===== src/rtl/rect_fill_ctrl.sv =====
// Rectangle-fill / clear-screen sequencer for the VGA adapter pixel-write port.
// One command is accepted in IDLE, clipped to the screen, then swept in raster order.
module rect_fill_ctrl #(
  parameter int         SCREEN_WIDTH  = 160,
  parameter int         SCREEN_HEIGHT = 120,
  parameter logic [2:0] CLEAR_COLOUR  = 3'b000
) (
  input  logic       clk,
  input  logic       resetn,
  input  logic       cmd_valid,
  output logic       cmd_ready,
  input  logic       cmd_clear,
  input  logic [7:0] cmd_x0,
  input  logic [6:0] cmd_y0,
  input  logic [7:0] cmd_w,
  input  logic [6:0] cmd_h,
  input  logic [2:0] cmd_colour,
  input  logic       hold,
  output logic [7:0] x,
  output logic [6:0] y,
  output logic [2:0] colour,
  output logic       plot,
  output logic       busy,
  output logic       done
);

  localparam logic [1:0] S_IDLE = 2'd0;
  localparam logic [1:0] S_CLIP = 2'd1;
  localparam logic [1:0] S_DRAW = 2'd2;
  localparam logic [1:0] S_DONE = 2'd3;

  localparam logic [8:0] X_LIM  = 9'(SCREEN_WIDTH);
  localparam logic [8:0] X_LAST = 9'(SCREEN_WIDTH - 1);
  localparam logic [7:0] Y_LIM  = 8'(SCREEN_HEIGHT);
  localparam logic [7:0] Y_LAST = 8'(SCREEN_HEIGHT - 1);

  logic [1:0] state_q, state_d;
  logic [7:0] x0_q, x0_d;
  logic [6:0] y0_q, y0_d;
  logic [7:0] w_q, w_d;
  logic [6:0] h_q, h_d;
  logic [2:0] col_q, col_d;
  logic [7:0] xe_q, xe_d;
  logic [6:0] ye_q, ye_d;
  logic [7:0] x_q, x_d;
  logic [6:0] y_q, y_d;
  logic [2:0] colour_q, colour_d;

  logic [8:0] x_sum, xe_full;
  logic [7:0] y_sum, ye_full;
  logic       empty;

  // Extra sum bit keeps x0+w-1 from wrapping before the clamp.
  always_comb begin
    x_sum   = {1'b0, x0_q} + {1'b0, w_q} - 9'd1;
    y_sum   = {1'b0, y0_q} + {1'b0, h_q} - 8'd1;
    xe_full = (x_sum > X_LAST) ? X_LAST : x_sum;
    ye_full = (y_sum > Y_LAST) ? Y_LAST : y_sum;
    empty   = (w_q == '0) || (h_q == '0) ||
              ({1'b0, x0_q} >= X_LIM) || ({1'b0, y0_q} >= Y_LIM);
  end

  always_comb begin
    state_d  = state_q;
    x0_d     = x0_q;
    y0_d     = y0_q;
    w_d      = w_q;
    h_d      = h_q;
    col_d    = col_q;
    xe_d     = xe_q;
    ye_d     = ye_q;
    x_d      = x_q;
    y_d      = y_q;
    colour_d = colour_q;
    case (state_q)
      S_IDLE: begin
        if (cmd_valid) begin
          state_d = S_CLIP;
          if (cmd_clear) begin
            x0_d  = '0;
            y0_d  = '0;
            w_d   = X_LIM[7:0];
            h_d   = Y_LIM[6:0];
            col_d = CLEAR_COLOUR;
          end else begin
            x0_d  = cmd_x0;
            y0_d  = cmd_y0;
            w_d   = cmd_w;
            h_d   = cmd_h;
            col_d = cmd_colour;
          end
        end
      end
      S_CLIP: begin
        xe_d = xe_full[7:0];
        ye_d = ye_full[6:0];
        if (empty) begin
          state_d = S_DONE;
        end else begin
          x_d      = x0_q;
          y_d      = y0_q;
          colour_d = col_q;
          state_d  = S_DRAW;
        end
      end
      S_DRAW: begin
        if (!hold) begin
          if (x_q == xe_q) begin
            if (y_q == ye_q) begin
              state_d = S_DONE;
            end else begin
              x_d = x0_q;
              y_d = y_q + 7'd1;
            end
          end else begin
            x_d = x_q + 8'd1;
          end
        end
      end
      default: state_d = S_IDLE;
    endcase
  end

  always_ff @(posedge clk or negedge resetn) begin
    if (!resetn) begin
      state_q  <= S_IDLE;
      x0_q     <= '0;
      y0_q     <= '0;
      w_q      <= '0;
      h_q      <= '0;
      col_q    <= '0;
      xe_q     <= '0;
      ye_q     <= '0;
      x_q      <= '0;
      y_q      <= '0;
      colour_q <= '0;
    end else begin
      state_q  <= state_d;
      x0_q     <= x0_d;
      y0_q     <= y0_d;
      w_q      <= w_d;
      h_q      <= h_d;
      col_q    <= col_d;
      xe_q     <= xe_d;
      ye_q     <= ye_d;
      x_q      <= x_d;
      y_q      <= y_d;
      colour_q <= colour_d;
    end
  end

  always_comb begin
    x         = x_q;
    y         = y_q;
    colour    = colour_q;
    plot      = (state_q == S_DRAW) && !hold;
    busy      = (state_q != S_IDLE);
    done      = (state_q == S_DONE);
    cmd_ready = (state_q == S_IDLE);
  end

endmodule


===== config.mk =====
export PLATFORM = sky130hd
export DESIGN_NAME = rect_fill_ctrl
export DESIGN_NICKNAME = d
export VERILOG_FILES = /design/src/rtl/rect_fill_ctrl.sv
export SDC_FILE = /design/constraint.sdc
export NUM_CORES = 1
export LEC_CHECK = 0
export CAP_MARGIN = 20
export CORE_ASPECT_RATIO = 1.75
export CORE_MARGIN = 1.5
export CORE_UTILIZATION = 63
export CTS_CLUSTER_SIZE = 28
export DETAILED_ROUTE_END_ITERATION = 12
export DONT_BUFFER_PORTS = 1
export HOLD_SLACK_MARGIN = 0.15
export PLACE_DENSITY = 0.84
export REMOVE_ABC_BUFFERS = 1
export SKIP_LAST_GASP = 1
export SYNTH_ARGS = -nofsm -noshare
export SYNTH_HDL_FRONTEND = slang
export SYNTH_SLANG_ARGS = --single-unit
export TNS_END_PERCENT = 20

===== constraint.sdc =====
create_clock -name clk -period 4.2 [get_ports clk]
set_input_delay 0.42 -clock clk [delete_from_list [all_inputs] [get_ports clk]]
set_output_delay 0.42 -clock clk [all_outputs]
set_load 0.005 [all_outputs]

==> flow_summary_export.csv <==
group,metric,value,unit
setup_path,crit_fanout,5,
detailed_routing,drcViolationCount,0,
grt,gr-usage-all-layers,30.3,%
setup_path,end_kind,"flip-flop",
synth,synth_fa_ha_area_share,10.0,%
synth,synth_edf_count,0,
sta,hold_viol,0,
synth,synthSimpleGateAreaFrac,17.0,%
power_and_ir_drop,p_per_area,342,mW/mm^2
synth,ys_seq_area_share,36.7,%
grt,first_global_vias,3724,
sta,period_minus_slack,2.83,ns
place,place_inst,580,
synth,yosys.area.top_type,"dfrtp_1",
sta,max_freq,354,MHz
floorplanning,die_y,116,um
detailed_routing,drt_iter0_markers,244,
detailed_routing,drt-total-wl,11.2,mm
setup_path,crit_path_start_kind,"flip-flop",
setup_path,timing.rr.start,"x0_q[0]$_DFFE_PN0P_",
cells_and_area,fin_cells,597,
synth,synth_compound_area_share,20.2,%
sta,final_max_slew_viol_count,0,
min_path,whs_path_depth,2,
setup_path,cp.required,4.37,ns
grt,grt_pass1_wl,17.6,mm
synth,avgSynthCellArea,9.03,sq um
synth,synth_top_family_by_area,"compound AO/OA/AOI/OAI gates",
clocking,post-cts-setup-buffers,0,
floorplanning,ios,60,
floorplanning,die_area,0.00790,sq mm
min_path,hold_path.class,"primary input to flip-flop",
run,drv_cap,0,
synth,synth_async_sr_flop_share,100,%
synth,netlist_instances,513,
synth,synth.ff_latch_count,68,
cells_and_area,utilization,69.2,%
place,gp_congestion,0.918,
cells_and_area,nFillCells,585,
setup_path,crit_type,"flip-flop to flip-flop",
power_and_ir_drop,finalPower,1700,uW
clocking,root_buffer,"clkbuf_16",
floorplanning,num_rows,41,
detailed_routing,drtAntennaViolNets,0,
sta,fin_crit_sh,67.4,%
setup_path,arrival,3.00,ns
cells_and_area,drive_gt1_share,7.24,%
floorplanning,start_util,64.5,%
sta,rsz0062_at_grt,"no",
sta,tightest_slew,1.04,ns
synth,synth_top_cell_area_share,36.7,%
detailed_routing,drt_pass1_iterations,5,
synth,synth.distinct_cells,66,
synth,muxShareOfSynthArea,3.11,%
setup_path,reg2reg_slack,1.37,ns
clocking,clk_path_buf_depth,2,
power_and_ir_drop,peakVddDrop,0.292,mV
clocking,numCtsBuffers,9,
setup_path,reg2reg_depth,11,
synth,netlist_area,0.00463,sq mm
clocking,clock_latency,0.33,ns
status,outcome,"complete, no violations",
power_and_ir_drop,p_leak,0.00227,uW
synth,yosysWarnings,0,
cells_and_area,final_area,0.00497,sq mm
place,io_buffers,0,
clocking,clkSinkCount,68,
sta,setup_viol_count_final,0,
place,hpwl,8.30,mm
clocking,cts_tree,"done",
grt,grt_max_degree,69,
detailed_routing,drt-wirelength-per-cell,18.7,um
setup_path,startpoint,"x0_q[0]$_DFFE_PN0P_",
sta,skew,0.00539,ns
cells_and_area,area_growth,7.32,%
synth,synth-xor-area-share,4.32,%
synth,synthTopCellsByArea,"dfrtp_1 (37%), ha_1 (9.2%), inv_1 (6.4%)",
grt,overflow,0,
detailed_routing,avgViaCountPerCell,6.34,
grt,antenna_found_initial,0,
synth,synth-main-ff-cell,"dfrtp_1",
floorplanning,coreArea,0.00718,sq mm
cells_and_area,antenna_cells,0,
min_path,min_from,"cmd_x0[3]",
clocking,htreeDepth,3,
detailed_routing,vias,3786,
cells_and_area,final_nets,581,
floorplanning,die_w,67.8,um
sta,timing.slew.headroom,30.5,%
clocking,path_clk_slew,0.05,ns
sta,setup_tns,0,ns
place,place_area,0.00465,sq mm
==> through the flow <==
stage | setup WS, ns | hold WS [ns]
floorplan | 1.56 | 0.124
global placement | 1.55 | 0.126
detailed placement | 1.44 | 0.126
CTS | 1.43 | 0.233
global route | 1.14 | 0.239
finish | 1.37 | 0.231
==> state kept, by name, indices dropped and copies added, names as in the netlist <==
register	count
w_q	8
x0_q	8
x	8
xe_q	8
h_q	7
y0_q	7
y	7
ye_q	7
col_q	3
colour	3
state_q	2
==> power by group <==
| group | total, uW | switching (uW) | internal, uW |
|---|---|---|---|
| combinational | 195 | 98.5 | 96.9 |
| sequential | 770 | 78.6 | 691 |
| clock | 736 | 264 | 472 |
| total | 1700 | 442 | 1260 |
==> metal layers <==
layer	GRT usage, %	wire (um)
met5	0	0
met1	31.2	3810
met4	19.2	691
met2	53.9	6180
met3	6.55	499
==> path summary, 6_finish.rpt <==
path / endpoint
worst min-delay path: x0_q[3]$_DFFE_PN0P_
worst max-delay path: xe_q[4]$_DFFE_PN0P_
worst min register to register: col_q[0]$_DFFE_PN0P_
min in group asynchronous: x[2]$_DFFE_PN0P_
max in group asynchronous: colour[1]$_DFFE_PN0P_
worst max register to register: xe_q[4]$_DFFE_PN0P_
==> critical path: stages, from the launching register on <==
cell	delay [ns]
dfrtp_1	0.42
inv_1	0.10
ha_1	0.20
inv_1	0.05
ha_1	0.17
inv_1	0.06
fa_1	0.40
nand2b_1	0.19
a21o_1	0.18
a311oi_1	0.49
o21bai_2	0.26
a41oi_1	0.16
==> area by class of cell <==
type	instances	area, sq um	area share [%]
clock buffer	13	250	5.03
clock inverter	2	35.0	0.705
inverter	79	297	5.97
multi-input combinational	346	2530	51.0
sequential	68	1700	34.2
tap	86	108	2.16
timing repair buffer	3	45.0	0.906
==> kinds of logic (layout without fill, tap and decap cells) <==
kind of cell               after synthesis  count (layout)
and+or+nand+nor                        147             147
DFF                                     68              68
AOI/OAI and AO/OA                      128             128
buffers and inverters                   99              97
xor gates and xnor gates                22              22
adders and majority gates               36              36
muxes                                   13              13
==> Yosys cell counts (6+ instances only) <==
cell,n
nor3_1,9
nand3_1,14
a21oi_1,16
mux2_2,6
clkbuf_1,14
nand2_1,39
nand2b_1,30
and3_1,8
inv_1,79
xnor2_1,17
nor2_1,20
a41oi_1,9
ha_1,34
nand4_1,8
dfrtp_1,68
o21ai_0,35
a221oi_1,6
==> what timing repair did <==
| action | in CTS | in global routing |
|---|---|---|
| endpoints found under the hold margin | 68 | 0 |
| hold buffers | 2 | 0 |
| gates resized for setup | 0 | 0 |
==> layout by cell type (no fill, tap or decap), types with 6 or more instances in the layout <==
cell,count
inv_1,79
dfrtp_1,68
nand2_1,38
o21ai_0,35
ha_1,34
nand2b_1,30
nor2_1,20
xnor2_1,17
a21oi_1,16
nand3_1,14
nor3_1,9
a41oi_1,9
clkbuf_16,9
and3_1,8
nand4_1,8
a221oi_1,6
mux2_2,6
No activity file was read; power rests on OpenSTA's default activity.
